$ cat config.mk
export PLATFORM = sky130hd
export DESIGN_NAME = button_event
export DESIGN_NICKNAME = d
export VERILOG_FILES = /design/src/rtl/button_pkg.sv /design/src/rtl/button_timer.sv /design/src/rtl/button_event.sv
export SDC_FILE = /design/constraint.sdc
export NUM_CORES = 1
export LEC_CHECK = 0
export CAP_MARGIN = 20
export CORE_MARGIN = 2
export CORE_UTILIZATION = 45
export CTS_BUF_LIST = sky130_fd_sc_hd__clkbuf_4
export CTS_CLUSTER_SIZE = 10
export DETAILED_ROUTE_END_ITERATION = 10
export HOLD_SLACK_MARGIN = 0.1
export PLACE_DENSITY = 0.67
export SYNTH_ARGS = -nofsm -noshare
export SYNTH_HDL_FRONTEND = slang
export SYNTH_SLANG_ARGS = --single-unit
$ cat constraint.sdc
create_clock -name clk_i -period 2 [get_ports clk_i]
set_input_delay 0.6 -clock clk_i [delete_from_list [all_inputs] [get_ports clk_i]]
set_output_delay 0.6 -clock clk_i [all_outputs]
set_load 0.02 [all_outputs]
$ cat src/rtl/button_pkg.sv
// Shared state encoding and default timing for button_event (50 MHz reference clock).
package button_pkg;

  typedef enum logic [1:0] {
    IDLE    = 2'd0,
    PRESSED = 2'd1,
    LONG    = 2'd2
  } state_e;

  localparam int unsigned CLK_HZ              = 50_000_000;
  localparam int unsigned DEF_LONG_CYCLES     = CLK_HZ / 2;   // 0.5 s
  localparam int unsigned DEF_REPEAT_CYCLES   = CLK_HZ / 10;  // 0.1 s
  localparam int unsigned DEF_CTR_WIDTH       = 25;
  localparam int unsigned DEF_COUNT_WIDTH     = 8;

endpackage

$ cat src/rtl/button_timer.sv
// Hold-time up-counter with clear/enable and a match flag against a supplied terminal count.
module button_timer #(
  parameter int unsigned CTR_WIDTH = 25
) (
  input  logic                 clk_i,
  input  logic                 rst_i,
  input  logic                 clr_i,
  input  logic                 en_i,
  input  logic [CTR_WIDTH-1:0] tc_i,
  output logic                 tc_hit_o
);

  logic [CTR_WIDTH-1:0] cnt_q;

  always_ff @(posedge clk_i) begin
    if (rst_i || clr_i) cnt_q <= '0;
    else if (en_i)      cnt_q <= cnt_q + 1'b1;
  end

  assign tc_hit_o = (cnt_q == tc_i);

endmodule

$ cat src/rtl/button_event.sv
// Debounced button level -> press/release/long-press/repeat pulses plus held level and press count.
// Auto-repeat in LONG is built only when BUTTON_EVENT_REPEAT_EN is defined.
module button_event
  import button_pkg::*;
#(
  parameter int unsigned CTR_WIDTH     = DEF_CTR_WIDTH,
  parameter int unsigned LONG_CYCLES   = DEF_LONG_CYCLES,
  parameter int unsigned REPEAT_CYCLES = DEF_REPEAT_CYCLES,
  parameter int unsigned COUNT_WIDTH   = DEF_COUNT_WIDTH
) (
  input  logic                   clk_i,
  input  logic                   rst_i,
  input  logic                   btn_level_i,
  output logic                   press_o,
  output logic                   release_o,
  output logic                   release_short_o,
  output logic                   long_press_o,
  output logic                   repeat_o,
  output logic                   held_o,
  output logic [COUNT_WIDTH-1:0] press_count_o
);

  if (((64'd1 << CTR_WIDTH) <= 64'(LONG_CYCLES)) ||
      ((64'd1 << CTR_WIDTH) <= 64'(REPEAT_CYCLES))) begin : g_bad_width
    $error("button_event: CTR_WIDTH too narrow for LONG_CYCLES/REPEAT_CYCLES");
  end

  localparam logic [CTR_WIDTH-1:0] LONG_TC = CTR_WIDTH'(LONG_CYCLES - 1);

  state_e                 state_q;
  logic                   prev_q;
  logic                   press_q, release_q, rshort_q, long_q;
  logic [COUNT_WIDTH-1:0] count_q;

  logic                   rise, fall;
  logic                   tmr_clr, tmr_en, tc_hit;
  logic [CTR_WIDTH-1:0]   tc_val;

  assign rise = btn_level_i & ~prev_q;
  assign fall = ~btn_level_i & prev_q;

  // One counter serves both thresholds; the compare value follows the state.
  always_comb begin
    tmr_clr = 1'b1;
    tmr_en  = 1'b0;
    tc_val  = LONG_TC;
    case (state_q)
      PRESSED: begin
        tmr_clr = fall | tc_hit;
        tmr_en  = 1'b1;
      end
`ifdef BUTTON_EVENT_REPEAT_EN
      LONG: begin
        tc_val  = CTR_WIDTH'(REPEAT_CYCLES - 1);
        tmr_clr = fall | tc_hit;
        tmr_en  = 1'b1;
      end
`endif
      default: ;
    endcase
  end

  button_timer #(.CTR_WIDTH(CTR_WIDTH)) u_timer (
    .clk_i    (clk_i),
    .rst_i    (rst_i),
    .clr_i    (tmr_clr),
    .en_i     (tmr_en),
    .tc_i     (tc_val),
    .tc_hit_o (tc_hit)
  );

`ifdef BUTTON_EVENT_REPEAT_EN
  logic repeat_q;
`endif

  always_ff @(posedge clk_i) begin
    if (rst_i) begin
      state_q  <= IDLE;
      prev_q   <= 1'b0;
      press_q  <= 1'b0;
      release_q <= 1'b0;
      rshort_q <= 1'b0;
      long_q   <= 1'b0;
      count_q  <= '0;
`ifdef BUTTON_EVENT_REPEAT_EN
      repeat_q <= 1'b0;
`endif
    end else begin
      prev_q    <= btn_level_i;
      press_q   <= 1'b0;
      release_q <= 1'b0;
      rshort_q  <= 1'b0;
      long_q    <= 1'b0;
`ifdef BUTTON_EVENT_REPEAT_EN
      repeat_q  <= 1'b0;
`endif
      case (state_q)
        IDLE: if (rise) begin
          state_q <= PRESSED;
          press_q <= 1'b1;
          count_q <= count_q + 1'b1;
        end
        // Release has priority over a threshold hit in the same cycle.
        PRESSED: if (fall) begin
          state_q   <= IDLE;
          release_q <= 1'b1;
          rshort_q  <= 1'b1;
        end else if (tc_hit) begin
          state_q <= LONG;
          long_q  <= 1'b1;
        end
        LONG: if (fall) begin
          state_q   <= IDLE;
          release_q <= 1'b1;
        end
`ifdef BUTTON_EVENT_REPEAT_EN
        else if (tc_hit) begin
          repeat_q <= 1'b1;
        end
`endif
        default: state_q <= IDLE;
      endcase
    end
  end

  assign press_o         = press_q;
  assign release_o       = release_q;
  assign release_short_o = rshort_q;
  assign long_press_o    = long_q;
  assign held_o          = prev_q;
  assign press_count_o   = count_q;
`ifdef BUTTON_EVENT_REPEAT_EN
  assign repeat_o        = repeat_q;
`else
  assign repeat_o        = 1'b0;
`endif

endmodule

==> results.md <==
- CP max FO: 3
- Synth top cells by count: dfxtp_1, nor2_1, a21oi_1, nand4_1
- Arr. time, crit path: roughly 1300 ps
- Die Ht: 68.58 um
- Pwr per Cell Area: between 500 and 600 mW/mm^2
- Number of I/O pins: 17
- Slowest-stage cell, CP: clkdlybuf4s50_1
- Via density: 5.458
- WL final: 3797 um
- Fin Clk Skew: ~13 ps
- CP top delay family: buffers and inverters
- Ratio of cells with drive above 1 in the final layout: 17.67%
- Starting Density: between 40% and 50%
- Die width: 68.58 um
- Logic pwr share: 9.5%
- Syn Nets: 220
- Worst reg2reg path startpoint: u_timer.cnt_q[5]
- Worst-path clk slew: approximately 120 ps
- Setup violations, final: 0
- Reg-to-reg critical path endpoint: u_timer.cnt_q[23]
- Synth top area cells: dfxtp_1, xor2_1, nor2_1, nand4_1, a21oi_1
- Top-area cell type share of the netlist area: 42.67%
- First-pass GRT wire length: approximately 6400 um
- Num CTS Buffers: 5
- Yosys warning count: 0
- IO Port Bufs: 15
- Post-CTS repair timing setup buffer count: 0
- Worst r2r path cells: 4
- Mean post-synth cell area: 8.853 um^2
- CP Launch Type: flop
- Number of synthesized flops with an enable pin: 0
- Largest net degree at the start of global routing: 16
- Post-Syn Instances: ~210
- Flop and latch count out of synthesis: 40
- Critical path buffers and inverters: 1
- Fmax achieved: between 500 and 600 MHz
- Hold WC Path Type: reg -> reg
- Outcome: completed
- Site row count: 23
- Ys flop type: dfxtp_1
- Count leader, synth: dfxtp_1
- Cell Area, Synth: 0.001877 mm^2
- Final Cycle Share: between 90% and 100%
- # H-tree levels: 2
- Distinct cells, synth: between 40 and 50
- CTS tree: built
- DRT Pass-1 Iters: 4
- Setup TNS: 0 ps
- Register share of total power: about 60%
- Max-Cap Viols: 0
- Int Power: about 1.0 mW
- Dominant cell type by area after synthesis: dfxtp_1
- Max-slew violations: 0
- Nets: approximately 260
- Sw Share: between 20% and 30%
- Minimum clock period after layout: about 1900 ps
- Hold endpoint: u_timer.cnt_q[20]
- CP Depth: 1
- Pleak: around 0.86 nW
- Setup CP Type: reg -> out
- Clk_lat worst skew: between 300 and 400 ps
- Register area share after synthesis: between 40% and 50%
- VDD IR max: 0.2768 mV
- # clock sinks: 40
- Via count: around 1,600
- CTS Hold Bufs: 0
- Number of global-route vias before repair: between 1,000 and 1,500
- Final Hold Fails: 0
- Clk buf depth: 2
- Worst path cell trace: clkdlybuf4s50_1
- HPWL Detailed: between 2000 and 3000 um
- Synthesis-to-finish area growth: 23.00%
- Power Total: 1.356 mW
- GRT Total Usage: 18.19%
- GP Congestion: roughly 0.83
- Antenna violations before repair: 0
- CP required: 1400 ps
- Avg WL per Cell: around 13 um
- Asr flop ratio synth: 0%
- Clock power frac: ~30%
- Ant. Diodes: 0
- Die ar.: approximately 0.0047 mm^2
- Antenna-violating nets left: 0
- Worst Setup End Kind: primary output
- Worst R2R Setup Slack: around 120 ps
- Psw: 0.3541 mW
- Crit-path max cell delay: 620 ps
- Area of the core: 0.004000 mm^2
- # DRC: 0
- Detailed Route Iter0 Violations: between 60 and 70
- Total gr overflow: 0
- RSZ-0062 raised after global routing: yes
- Hold_sp: u_timer.cnt_q[20]
- Root buf cell: clkbuf_4
- Hold Path Depth: 2
==> registers in the layout (all words and copies together), names as in the netlist <==
register	count
held_o	1
state_q	2
press_count_o	8
release_short_o	1
press_o	1
release_o	1
long_press_o	1
u_timer.cnt_q	25
==> layout make-up <==
type,instances,area (um^2)
Inverter,7,26.28
Clock inverter,3,18.77
Sequential cell,40,803.3
Tap cell,50,62.56
Clock buffer,5,37.54
Multi-Input combinational cell,156,1031
Timing Repair Buffer,38,329.1
Fill cell,364,1692
==> power groups by stage <==
stage | Combinational [mW] | Clock [mW] | Sequential, mW
6_report | 0.129 | 0.407 | 0.820
5_1_grt | 0.143 | 0.453 | 0.823
4_1_cts | 0.130 | 0.424 | 0.821
3_5_place_dp | 0.132 | 0 | 0.839
3_3_place_gp | 0.134 | 0 | 0.838
2_1_floorplan | 0.0760 | 0 | 0.846
==> through the flow <==
step	hold slack [ps]	std cells	worst slack (ps)	util (%)	area, um^2
floorplan	453.9	212	-10.66	-	1904
global placement	465.0	291	-44.10	55.86	2235
detailed placement	471.7	291	-74.55	55.86	2235
CTS	488.9	299	4.585	57.18	2287
global route	546.2	299	0.004885	57.71	2308
finish	485.9	299	56.19	57.71	2308
==> worst max path at each step <==
stage                      from                 to  slack (ps)
6_report       press_count_o[4]   press_count_o[4]          60
3_5_place_dp        btn_level_i         state_q[1]         -70
3_3_place_gp        btn_level_i         state_q[1]         -40
2_1_floorplan        state_q[1]  u_timer.cnt_q[24]         -10
5_1_grt        u_timer.cnt_q[8]         state_q[1]       0.005
4_1_cts        press_count_o[5]   press_count_o[5]           5
==> cells by family after synthesis <==
family	share of synthesized area, %
AO/OA/AOI/OAI	10.13
XOR/XNOR	8.400
adder cells (fa/ha/maj)	3.333
buffers and inverters	3.667
flip-flops	42.67
multiplexers	1.067
other	0.1998
AND/OR/NAND/NOR	30.53
==> cells in the final DEF (no fill, tap or decap), types with 8 or more instances in the layout <==
cell / instances
xor2_1: 11
nand4_1: 12
clkdlybuf4s50_1: 8
dfxtp_1: 38
nor2_1: 22
a21oi_1: 13
nand3_1: 10
buf_4: 23
nand2_1: 11
==> per-layer routing <==
layer / vias up / routed length [um] / GRT usage (%)
met3: 8 / 151 / 5.195
met2: 30 / 1679 / 26.44
met1: 756 / 1890 / 24.87
li1: 838 / - / -
met4: 0 / 76 / 8.000
met5: - / 0 / 0
==> timing repair <==
item | in CTS | in global routing
endpoints found under the hold margin | 0 | 0
endpoints found under the setup margin | 3 | 10
resized for setup | 3 | 7
(Power assumes the default switching activity.)
